===== src/rtl/dmem_port_arbiter.sv =====
// dmem_port_arbiter: shares one data memory port between the MEM stage (A)
// and the debug loader (B), with fixed latency, alignment check and anti-starvation.
module dmem_port_arbiter #(
  parameter int unsigned MEM_LAT      = 2,
  parameter int unsigned STARVE_LIMIT = 4
) (
  input  logic        clk,
  input  logic        rst_n,
  input  logic        a_req,
  input  logic        a_we,
  input  logic [31:0] a_addr,
  input  logic [31:0] a_wdata,
  output logic        a_gnt,
  output logic        a_done,
  output logic        a_err,
  output logic [31:0] a_rdata,
  input  logic        b_req,
  input  logic        b_we,
  input  logic [31:0] b_addr,
  input  logic [31:0] b_wdata,
  output logic        b_gnt,
  output logic        b_done,
  output logic        b_err,
  output logic [31:0] b_rdata,
  output logic [31:0] mem_addr,
  output logic [31:0] mem_wdata,
  output logic        mem_we,
  input  logic [31:0] mem_rdata,
  output logic        busy
);

  typedef enum logic [1:0] {
    IDLE,
    ACCESS,
    ERR
  } state_t;

  localparam logic [3:0] LAT  = 4'(MEM_LAT);
  localparam logic [3:0] SLIM = 4'(STARVE_LIMIT);

  state_t      state_q, state_d;
  logic        own_b_q, own_b_d;
  logic        op_we_q, op_we_d;
  logic [3:0]  lat_q, lat_d;
  logic [3:0]  starve_q, starve_d;
  logic        a_gnt_q, a_gnt_d;
  logic        a_done_q, a_done_d;
  logic        a_err_q, a_err_d;
  logic [31:0] a_rdata_q, a_rdata_d;
  logic        b_gnt_q, b_gnt_d;
  logic        b_done_q, b_done_d;
  logic        b_err_q, b_err_d;
  logic [31:0] b_rdata_q, b_rdata_d;
  logic [31:0] mem_addr_q, mem_addr_d;
  logic [31:0] mem_wdata_q, mem_wdata_d;
  logic        mem_we_q, mem_we_d;
  logic        busy_q, busy_d;

  logic        pick_b;
  logic        sel_we;
  logic [31:0] sel_addr;
  logic [31:0] sel_wdata;

  // Pick the winner among live requests; B wins a conflict once starved
  always_comb begin
    pick_b    = b_req && (!a_req || starve_q == SLIM);
    sel_we    = pick_b ? b_we    : a_we;
    sel_addr  = pick_b ? b_addr  : a_addr;
    sel_wdata = pick_b ? b_wdata : a_wdata;
  end

  // Next state and next registered outputs
  always_comb begin
    state_d     = state_q;
    own_b_d     = own_b_q;
    op_we_d     = op_we_q;
    lat_d       = lat_q;
    starve_d    = starve_q;
    a_gnt_d     = 1'b0;
    a_done_d    = 1'b0;
    a_err_d     = 1'b0;
    a_rdata_d   = a_rdata_q;
    b_gnt_d     = 1'b0;
    b_done_d    = 1'b0;
    b_err_d     = 1'b0;
    b_rdata_d   = b_rdata_q;
    mem_addr_d  = mem_addr_q;
    mem_wdata_d = mem_wdata_q;
    mem_we_d    = 1'b0;
    unique case (state_q)
      IDLE: begin
        if (a_req || b_req) begin
          own_b_d = pick_b;
          op_we_d = sel_we;
          a_gnt_d = !pick_b;
          b_gnt_d = pick_b;
          if (pick_b || !b_req) begin
            starve_d = '0;
          end else if (starve_q != SLIM) begin
            starve_d = starve_q + 4'd1;
          end
          if (sel_addr[1:0] == 2'b00) begin
            mem_addr_d  = sel_addr;
            mem_wdata_d = sel_wdata;
            mem_we_d    = sel_we;
            lat_d       = LAT;
            state_d     = ACCESS;
          end else begin
            state_d = ERR;
          end
        end
      end
      ACCESS: begin
        lat_d = lat_q - 4'd1;
        if (lat_q == 4'd1) begin
          state_d = IDLE;
          if (own_b_q) begin
            b_done_d = 1'b1;
            if (!op_we_q) b_rdata_d = mem_rdata;
          end else begin
            a_done_d = 1'b1;
            if (!op_we_q) a_rdata_d = mem_rdata;
          end
        end
      end
      ERR: begin
        state_d  = IDLE;
        a_done_d = !own_b_q;
        a_err_d  = !own_b_q;
        b_done_d = own_b_q;
        b_err_d  = own_b_q;
      end
      default: state_d = IDLE;
    endcase
    busy_d = (state_d != IDLE);
  end

  // State, counters and output registers
  always_ff @(posedge clk) begin
    if (!rst_n) begin
      state_q     <= IDLE;
      own_b_q     <= 1'b0;
      op_we_q     <= 1'b0;
      lat_q       <= '0;
      starve_q    <= '0;
      a_gnt_q     <= 1'b0;
      a_done_q    <= 1'b0;
      a_err_q     <= 1'b0;
      a_rdata_q   <= '0;
      b_gnt_q     <= 1'b0;
      b_done_q    <= 1'b0;
      b_err_q     <= 1'b0;
      b_rdata_q   <= '0;
      mem_addr_q  <= '0;
      mem_wdata_q <= '0;
      mem_we_q    <= 1'b0;
      busy_q      <= 1'b0;
    end else begin
      state_q     <= state_d;
      own_b_q     <= own_b_d;
      op_we_q     <= op_we_d;
      lat_q       <= lat_d;
      starve_q    <= starve_d;
      a_gnt_q     <= a_gnt_d;
      a_done_q    <= a_done_d;
      a_err_q     <= a_err_d;
      a_rdata_q   <= a_rdata_d;
      b_gnt_q     <= b_gnt_d;
      b_done_q    <= b_done_d;
      b_err_q     <= b_err_d;
      b_rdata_q   <= b_rdata_d;
      mem_addr_q  <= mem_addr_d;
      mem_wdata_q <= mem_wdata_d;
      mem_we_q    <= mem_we_d;
      busy_q      <= busy_d;
    end
  end

  assign a_gnt     = a_gnt_q;
  assign a_done    = a_done_q;
  assign a_err     = a_err_q;
  assign a_rdata   = a_rdata_q;
  assign b_gnt     = b_gnt_q;
  assign b_done    = b_done_q;
  assign b_err     = b_err_q;
  assign b_rdata   = b_rdata_q;
  assign mem_addr  = mem_addr_q;
  assign mem_wdata = mem_wdata_q;
  assign mem_we    = mem_we_q;
  assign busy      = busy_q;

endmodule


===== config.mk =====
export PLATFORM = sky130hd
export DESIGN_NAME = dmem_port_arbiter
export DESIGN_NICKNAME = d
export VERILOG_FILES = /design/src/rtl/dmem_port_arbiter.sv
export SDC_FILE = /design/constraint.sdc
export NUM_CORES = 1
export LEC_CHECK = 0
export CORE_ASPECT_RATIO = 1.5
export CORE_UTILIZATION = 42
export CTS_CLUSTER_SIZE = 8
export DETAILED_ROUTE_END_ITERATION = 6
export PLACE_DENSITY = 0.8
export SLEW_MARGIN = 20
export SYNTH_ARGS = -nofsm -noshare
export SYNTH_HDL_FRONTEND = slang
export SYNTH_SLANG_ARGS = --single-unit

===== constraint.sdc =====
create_clock -name clk -period 2.2 [get_ports clk]
set_input_delay 0.44 -clock clk [delete_from_list [all_inputs] [get_ports clk]]
set_output_delay 0.44 -clock clk [all_outputs]
set_load 0.005 [all_outputs]

Word level (Yosys, flattened, before mapping)

Index checks and enable logic that the tools add are counted.

Register bits: 148
Output and inout bits: 136
Input bits: 166

Reductions and logical operators: 22
Muxes and demuxes: 18
Equality and inequality tests: 7
Bitwise operators: 2
Add/subtract/negate cells: 2

Operator list:

| operator            | number |
|---|---|
| $mux 32             | 2 |
| $mux 4              | 4 |
| $reduce_and 3->1    | 4 |
| $reduce_and 4->1    | 3 |
| $pmux 4 s2          | 1 |
| $mux 2              | 3 |
| $reduce_bool 2->1   | 3 |
| $mux 1              | 5 |
| $add 4x1->4 const B | 1 |
| $eq 4x1->1 const B  | 1 |
| $eq 4x3->1 const B  | 1 |
| $logic_not 1->1     | 4 |
| $logic_not 2->1     | 2 |
| $ne 2x2->1 const B  | 2 |
| $ne 4x3->1 const B  | 1 |
| $pmux 1 s2          | 2 |
| $pmux 2 s2          | 1 |
| $reduce_and 2->1    | 2 |
| $sub 4x1->4 const B | 1 |
| $logic_or 1x1->1    | 3 |
| $eq 2x1->1 const B  | 1 |
| $eq 2x2->1 const B  | 1 |
| $not 1->1           | 2 |
| $logic_and 1x1->1   | 1 |

Logic depth before layout (Yosys ltp)

Gate-level depths: netlist of run 1.

Word-level depth: 9
Depth in mapped cells: 9
Gate-level depth less buffers: 6

Least setup slack after synthesis of run 1

No wires, ideal clock.

Kind: reg-to-reg
Start: register starve_q[0]
End: register lat_q[3]
Required time: 2,078 ps
Clock period less this slack: 1,871 ps
Buffers on the path: 1
Slack: 329 ps
Arrival time: 1,749 ps
Library setup time: 122 ps
Stages on the path, launching flop included: 8
Path through: dfxtp_1 inv_1 ha_1 and4b_1 buf_6 o21a_1 o32a_1 a311o_1

Cells in the longest elaborated chain, start to end: 7

Ends and longest elaborated chain:

| item                       | RTL line | RTL |
|---|---|---|
| start: declaration         | 45       | `logic [3:0] starve_q, starve_d;` |
| start signal: assignment   | 163      | `starve_q <= starve_d;` |
| $eq 4x3->1                 | 66       | `pick_b = b_req && (!a_req \|\| starve_q == SLIM);` |
| $logic_or 1x1->1           | 66       |  |
| $logic_and 1x1->1          | 66       |  |
| $mux 32                    | 68       | `sel_addr = pick_b ? b_addr : a_addr;` |
| $logic_not 2->1            | 102      | `if (sel_addr[1:0] == 2'b00) begin` |
| $ne 2x2->1 (no line)       | n/a      |  |
| $reduce_and 3->1 (no line) | n/a      |  |
| end signal: assignment     | 162      | `lat_q <= lat_d;` |
| end: declaration           | 44       | `logic [3:0] lat_q, lat_d;` |

No other way between the ends.
A chain may end at the register's enable or synchronous reset.

Worst setup path in the final report of run 1

Start: register starve_q[0]
End: register lat_q[2]

Same word-level chain as after synthesis.

==> results summary, run 1 <==
The run finished with clean final reports. For hold timing, the worst endpoint is a_rdata[20]. The synthesized net count came out at about 930. The average instance in the mapped netlist occupies 9.00 sq um. The number of storage elements in the synthesis netlist is roughly 150. The buffer cell driving the clock tree root is sky130_fd_sc_hd__clkbuf_16. At the end of routability-driven placement, the weighted congestion stood at 0.835.

In this run, CTS created clock tree buffers numbering 17. The worst register-to-register path has a depth of 7. In the synthesized netlist the dominant register cell turns out to be sky130_fd_sc_hd__dfxtp_1. After synthesis, the netlist uses 48 different library cells.

For this run, the post-layout net count is approximately 1200. The number of antenna repair diodes came out at 0. The share of the core filled with cells is about 70%. Derived from the worst setup path, the maximum achievable clock frequency is 495 MHz. Across every metal layer, demand over resource in global routing totals between 20% and 30%.

The required time at the worst-slack endpoint came out at between 2 and 3 ns. The startpoint identified for the worst register-to-register timing path is starve_q[0]. The total power draw came out at 6.98 mW. The area of the mapped netlist came out at ~6800 sq um. In this run the cell area measured after placement is roughly 10000 sq um. The most area-hungry cell type in the Yosys netlist is sky130_fd_sc_hd__dfxtp_1. The routed wirelength normalized by instance count came out at roughly 17 microns. The worst setup path is captured at a register. The static leakage came out at approximately 3.8 nW. The max-slew headroom at the worst pin is between 60% and 70%. The worst setup slack for register-to-register paths is between 0.15 and 0.2 ns. In this run the most critical hold path is launched from a_rdata[20]. The maximum level of the CTS H-tree is 4.

The finished layout cell area is roughly 11000 sq um. The final-report setup violation count is 0. The number of global-route vias before repair is approximately 6700. The overall routed net length is ~21000 microns. Of all flip-flops after synthesis, the portion carrying an async set or reset was 0%. The number of max-capacitance violations reported is 0.

Dividing total power by cell area gives a power density of 646 nW/um^2. Of the cells placed in the final design, the portion with a size suffix greater than 1 is 13.4%. The worst-case vdd ir drop came out at 0.470 mV. The count of final max-slew check failures is 0.

The worst register-to-register path ends at lat_q[2]. The setup slack after placement came out at -0.144 ns. The synthesized design contains 0 enable-type register cells. The floorplan row count came out at 56. The later pin in the worst-skew pair is clocked with a latency of around 0.42 ns.

The clock passes through at most 2 buffers. Counting tap cells, the placed design contains a total of between 1000 and 1500 instances. The post-synthesis instance total came out at around 750. Sorting the synthesized cells by area gives the leading types as sky130_fd_sc_hd__dfxtp_1, sky130_fd_sc_hd__a311oi_2, sky130_fd_sc_hd__nand2_1, sky130_fd_sc_hd__and3b_1, sky130_fd_sc_hd__a21oi_1. Clock-pin slew was measured on the worst setup and hold paths at roughly 0.070 ns. The number of sinks driven by the clock tree came out at 148.

The multi-input combinational cell area came out at 3440 sq um. The worst setup path is of the register to register kind. The count of warnings emitted by yosys came out at 0. The number of buffers inserted by port buffering is approximately 300. The path category of the worst min-delay check is register to register. The final sum of negative setup slack came out at 0 ns. Ranked by instance count, the synthesized netlist is headed by sky130_fd_sc_hd__nand2_1, sky130_fd_sc_hd__dfxtp_1, sky130_fd_sc_hd__a21oi_1. The number of top-level design ports is just over 300.

The die extent in x is roughly 110 microns. The final worst hold slack came out at 0.455 ns. The final-report hold violation count is 0. The portion of the post-synthesis area used by sequential elements came out at ~44%. The floorplan step defined a die boundary enclosing between 15000 and 20000 sq um. The arrival time at the worst endpoint came out at 2.32 ns. The die span in y is 158 microns.

The layout has approximately 1300 filler cells. The area taken by flip-flops and latches came out at 2960 sq um. The hold buffer count at cts came out at 0. Along the worst path, the maximum fanout reaches 6. The number of antenna violations at the first check in global routing came out at 0. The time the final worst path needs with I/O delays and setup is approximately 2 ns.

The global-route wire length before repair came out at 33300 microns. The half-perimeter wire length after detailed placement is approximately 15000 microns. The share of Yosys cell area claimed by the top area cell type is a little over two fifths.

After layout, the worst setup slack is between 0.15 and 0.2 ns. Entering global routing, the biggest net connects 69 pins. The filler-free cell count of the finished design came out at about 1300. The portion of the clock cycle consumed by the worst path in the final layout is about 92%. The average vias per placed instance is 5.28.

The violation count after the first detailed-route iteration is between 200 and 300. The detailed-route DRC error count came out at 0. The synthesis-to-finish area growth is 59.3%.

The detailed-route via count is approximately 6600. The total global routing overflow is 0. The area inside the core boundary came out at roughly 16000 sq um.

Once the floorplan was initialized, standard cells occupied between 40 and 50% of the core. The number of setup buffers added after CTS is 0. The count of antenna-violating nets left after detailed routing came out at 0. For the final database, setup skew stands at roughly 0.011 ns. Setup repair after global routing left no endpoint under its margin. By instance count, the leading cell after synthesis is sky130_fd_sc_hd__nand2_1. The detailed-routing iteration count for the pre-antenna-repair pass is 4.

The worst setup path is launched from a register. Along the worst hold path, the cell count comes to 2. The measured slew at the worst slew-check pin is around 0.50 ns. TritonCTS built the clock tree.
worst max path at each step:
stage / from / endpoint / slack [ns]
2_1_floorplan: starve_q[0] / lat_q[3] / 0.33
3_3_place_gp: b_req / lat_q[1] / -0.10
3_5_place_dp: b_req / lat_q[1] / -0.14
4_1_cts: starve_q[0] / lat_q[1] / 0.05
5_1_grt: starve_q[0] / lat_q[1] / 0.01
6_report: starve_q[0] / lat_q[2] / 0.18
flip-flops by register name (all words and copies together), names as in the netlist, 2 cells and up:
| signal | cells |
|---|---|
| a_rdata | 32 |
| b_rdata | 32 |
| mem_addr | 32 |
| mem_wdata | 32 |
| lat_q | 4 |
| starve_q | 4 |
| state_q | 2 |
report_power, final:
part	switching, mW	internal, mW	total [mW]
Sequential	0.0631	2.79	2.85
Combinational	0.468	0.701	1.17
Clock	1.32	1.63	2.96
worst max-delay path, cell delays in order, from the launching register on:
cell and delay [ns]:
sky130_fd_sc_hd__dfxtp_1 0.38, sky130_fd_sc_hd__inv_1 0.08, sky130_fd_sc_hd__ha_1 0.24, sky130_fd_sc_hd__and4b_2 0.30
sky130_fd_sc_hd__o21a_1 0.24, sky130_fd_sc_hd__buf_4 0.16, sky130_fd_sc_hd__o31a_1 0.27, sky130_fd_sc_hd__o31a_1 0.23
cell usage in the layout, fill, tap and decap left out, types with 6 or more instances in the layout:
master | synthesis | final
sky130_fd_sc_hd__clkdlybuf4s50_1 | 0 | 301
sky130_fd_sc_hd__nand2_1 | 196 | 196
sky130_fd_sc_hd__dfxtp_1 | 148 | 148
sky130_fd_sc_hd__a21oi_1 | 69 | 69
sky130_fd_sc_hd__o21ai_0 | 65 | 64
sky130_fd_sc_hd__and3b_1 | 63 | 63
sky130_fd_sc_hd__a311oi_2 | 58 | 58
sky130_fd_sc_hd__buf_4 | 6 | 24
sky130_fd_sc_hd__clkbuf_16 | 0 | 17
sky130_fd_sc_hd__buf_12 | 0 | 15
sky130_fd_sc_hd__inv_1 | 9 | 8
sky130_fd_sc_hd__nor2_1 | 8 | 8
sky130_fd_sc_hd__ha_1 | 7 | 7
sky130_fd_sc_hd__inv_8 | 0 | 6
area by class of cell:
cell class / instances / share of cell area, %
Clock inverter: 15 / 1.67
Inverter: 10 / 0.371
Timing Repair Buffer: 340 / 32.3
Tap cell: 203 / 2.35
Clock buffer: 17 / 3.94
Multi-Input combinational cell: 525 / 31.9
Sequential cell: 148 / 27.4
cells by family after synthesis:
group / Yosys count / share of synthesized area, %
AND/OR/NAND/NOR: 300 / 23.1
multiplexers: 3 / 0.443
flip-flops: 148 / 43.7
buffers and inverters: 80 / 5.78
adder cells (fa/ha/maj): 7 / 1.29
XOR/XNOR: 2 / 0.258
AO/OA/AOI/OAI: 213 / 25.5
per-layer routing:
metal | vias to the layer above | global-route usage [%] | wire [microns]
met1 | 3103 | 27.6 | 8040
li1 | 3244 | - | -
met2 | 254 | 45.3 | 10800
met4 | 0 | 10.6 | 636
met3 | 38 | 7.20 | 1370
met5 | - | 0 | 0
timing repair:
| action | CTS | global route |
|---|---|---|
| setup endpoints to repair | 0 | 2 |
| gates resized for setup | 0 | 1 |
| endpoints found under the hold margin | 0 | 0 |
Power figures use the tool's default switching activity.
==> inputs of run 2 (changes only) <==
--- a/config.mk
+++ b/config.mk
@@ -6,10 +6,11 @@
 export NUM_CORES = 1
 export LEC_CHECK = 0
 export CORE_ASPECT_RATIO = 1.5
-export CORE_UTILIZATION = 42
+export CORE_UTILIZATION = 45
 export CTS_CLUSTER_SIZE = 8
 export DETAILED_ROUTE_END_ITERATION = 6
-export PLACE_DENSITY = 0.8
+export DONT_BUFFER_PORTS = 1
+export PLACE_DENSITY = 0.57
 export SLEW_MARGIN = 20
 export SYNTH_ARGS = -nofsm -noshare
 export SYNTH_HDL_FRONTEND = slang
==> run 2 against run 1 <==
  * Worst hold slack got worse by 0.30 ns
  * Die area decreased by 6.6%
  * Count of clock-buffer cells in the layout increased by 1
  * Register-to-register slack got worse by 0.05 ns
  * Final cell count decreased by 26%
  * Sequential share of layout area increased by 12 points
  * Wire length decreased by 13%
  * Sequential power about the same
  * Non-clock buffer count decreased by 322
  * Power decreased by 11%
  * Cell area decreased by 31%
==> results summary, run 2 (synthesis gave the netlist of run 1 again) <==
The hold buffer count at cts is 0 (unchanged). The violation count after the first detailed-route iteration is 191 (was 272). The average vias per placed instance came out at 5.86 (was 5.28). The count of final max-slew check failures is 0 (unchanged). The beginning of the critical path is starve_q[0] (unchanged). The number of global-route vias before repair came out at 5505 (was 6683). The maximum number of pins on one net before global-route repair was 71 (was 69). Setup repair after global routing missed its margin: false (unchanged). The maximum single-stage delay on the critical path was 0.37 ns (was 0.38 ns). The placer congestion estimate came out at 0.789 (was 0.835).

The synthesis-to-finish area growth is 9.63% (was 59.3%). Cell Chain, Critical Path: inv_1 -> ha_1 -> and4b_2 -> buf_4 -> nor2_4 -> buf_4 -> mux2i_1 -> a211oi_1 (was inv_1 -> ha_1 -> and4b_2 -> o21a_1 -> buf_4 -> o31a_1 -> o31a_1). The later-pin clock latency in the skew report is 0.41 ns (was 0.42 ns). The worst reg2reg path startpoint is starve_q[0] (unchanged).

The clock tree from TritonCTS is built (unchanged). The critical path start-end classification is register to register (unchanged). The area taken by flip-flops and latches is 2960 sq um (unchanged). The capture point of the worst reg-to-reg path is op_we_q (was lat_q[2]). The count of antenna-violating nets left after detailed routing is 0 (unchanged). The measured slew at the worst slew-check pin came out at 0.686 ns (was 0.504 ns). The worst reg2reg path depth came to 8 (was 7). The number of max-capacitance violations reported came out at 0 (unchanged). The launching element type of the critical path is a register (unchanged).

The type of element capturing the critical path is a register (unchanged). The global-route wire length before repair is 27900 microns (was 33300 microns). The maximum buffer depth of the clock tree is 2 (unchanged). The worst setup slack for register-to-register paths is 0.12 ns (was 0.18 ns). The final setup skew is 0.0128 ns (was 0.0105 ns). The end point of the worst hold path is b_rdata[18] (was a_rdata[20]). The clock input transition at the sequential cells of the worst setup and hold paths is 0.07 ns (about the same). The slowest cell on the critical path was sky130_fd_sc_hd__dfxtp_1 (unchanged). The portion of the clock cycle consumed by the worst path in the final layout is 94.3% (was 91.8%).

Commonest cells after routing, fill and taps aside: sky130_fd_sc_hd__nand2_1, sky130_fd_sc_hd__dfxtp_1, sky130_fd_sc_hd__a21oi_1 (was sky130_fd_sc_hd__clkdlybuf4s50_1, sky130_fd_sc_hd__nand2_1, sky130_fd_sc_hd__dfxtp_1). Status: finished clean (unchanged). The routed wirelength normalized by instance count came out at 19.5 microns (was 16.6 microns).

The path category of the worst min-delay check is primary input to register (was register to register). The area inside the core boundary is 14700 sq um (was 15700 sq um). The fraction of layout cells with a size suffix above 1 is 16.4% (was 13.4%). The final worst hold slack came out at 0.155 ns (was 0.455 ns). The number of top-level design ports came out at 302 (unchanged). The number of nets at the end of the flow came out at 893 (was 1215). The initial core utilization is 46.2% (was 43.2%). The overall routed net length is 18100 microns (was 20800 microns).

The static leakage came out at 2.50 nW (was 3.80 nW). The time the final worst path needs with I/O delays and setup is 2.08 ns (was 2.02 ns). The power per cell area was 834 nW/um^2 (was 646 nW/um^2). The arrival time at the worst endpoint was 2.34 ns (was 2.32 ns). The maximum fanout along the worst path is 15 (was 6). The die span in y is 152 microns (was 158 microns). The half-perimeter wire length after detailed placement came out at 12500 microns (was 14700 microns). The worst hold path depth came out at 2 (unchanged). The number of buffers inserted by port buffering is 0 (was 301). The quantity of gates resized following cts is 0 (unchanged). The detailed-routing iteration count for the pre-antenna-repair pass came to 6 (was 4). The most common cell after layout, fill and taps aside was sky130_fd_sc_hd__nand2_1 (was sky130_fd_sc_hd__clkdlybuf4s50_1).

The detailed-route DRC error count is 0 (unchanged). The final-report setup violation count is 0 (unchanged). The achievable frequency is 482 MHz (was 495 MHz). The number of antenna repair diodes came out at 0 (unchanged). The number of antenna violations at the first check in global routing came out at 0 (unchanged).

The number of sinks driven by the clock tree is 148 (unchanged). The detailed-route via count is 5447 (was 6639). The buffer cell driving the clock tree root was sky130_fd_sc_hd__clkbuf_16 (unchanged).

The maximum level of the CTS H-tree came out at 4 (unchanged). The required time at the worst-slack endpoint is 2.46 ns (was 2.50 ns). The total track usage is 22.6% (was 25.2%). The die extent in x is 102 microns (was 106 microns). The final-report hold violation count came out at 0 (unchanged). The total global routing overflow is 0 (unchanged).

The floorplan row count came to 54 (was 56). The worst-case vdd ir drop is 0.432 mV (was 0.470 mV). The max-slew headroom at the worst pin is 54.3% (was 66.1%). The critical hold path startpoint was mem_rdata[18] (was a_rdata[20]). The overall die area came out at 15600 sq um (was 16700 sq um).

The fill cell total of the finished layout came to 1410 (was 1259). The multi-input combinational cell area was 3440 sq um (unchanged). The number of setup buffers added after CTS is 0 (unchanged). The number of CTS-inserted buffers came out at 17 (unchanged). The final sum of negative setup slack came to 0 ns (unchanged). The cell seen most often among critical-path stages is sky130_fd_sc_hd__buf_4 (was sky130_fd_sc_hd__o31a_1).
## run 2: worst max path at each step
stage | end | slack (ns) | cells past startpoint
finish | op_we_q | 0.12 | 8
floorplan | lat_q[3] | 0.33 | 7
global placement | op_we_q | 0.16 | 8
detailed placement | op_we_q | 0.12 | 8
global route | mem_wdata[22] | 0.006 | 7
CTS | op_we_q | 0.11 | 8
## run 2: routing by layer
layer	GRT usage (%)	vias up	wire [microns]
li1	-	2601	-
met3	6.97	31	1500
met4	8.98	0	481
met1	24.9	2592	6890
met2	39.6	223	9230
met5	0	-	0
## run 2: power by group
part | internal, mW | switching [mW]
Sequential | 2.79 | 0.0905
Clock | 1.51 | 1.22
Combinational | 0.258 | 0.340
## run 2: final cells by class
class / instances / share of cell area (%)
well taps: 196 / 3.30
inverters: 10 / 0.539
flip-flops and latches: 148 / 39.9
multi-input cells: 525 / 46.3
clock inverters: 14 / 1.55
repair buffers: 18 / 2.49
clock buffers: 18 / 5.91
## run 2: metrics by stage
step                cell area (sq um)  utilization (%)  cells  setup slack, ns  total power [mW]
global placement                 6880             46.9    897            0.158              3.51
detailed placement               6880             46.9    897            0.125              3.53
floorplan                        6780                -    753            0.329              3.40
CTS                              7430             50.7    929            0.111              6.29
global route                     7430             50.7    929          0.00598              6.46
finish                           7430             50.7    929            0.125              6.20
## run 2: worst max-delay path: cells and delay by family, from the launching register on
kind                     cells  cell delay, ns
AO/OA/AOI/OAI                1            0.12
adder cells (fa/ha/maj)      1            0.23
buffers and inverters        3            0.51
flip-flops                   1            0.37
multiplexers                 1            0.30
AND/OR/NAND/NOR              2            0.40
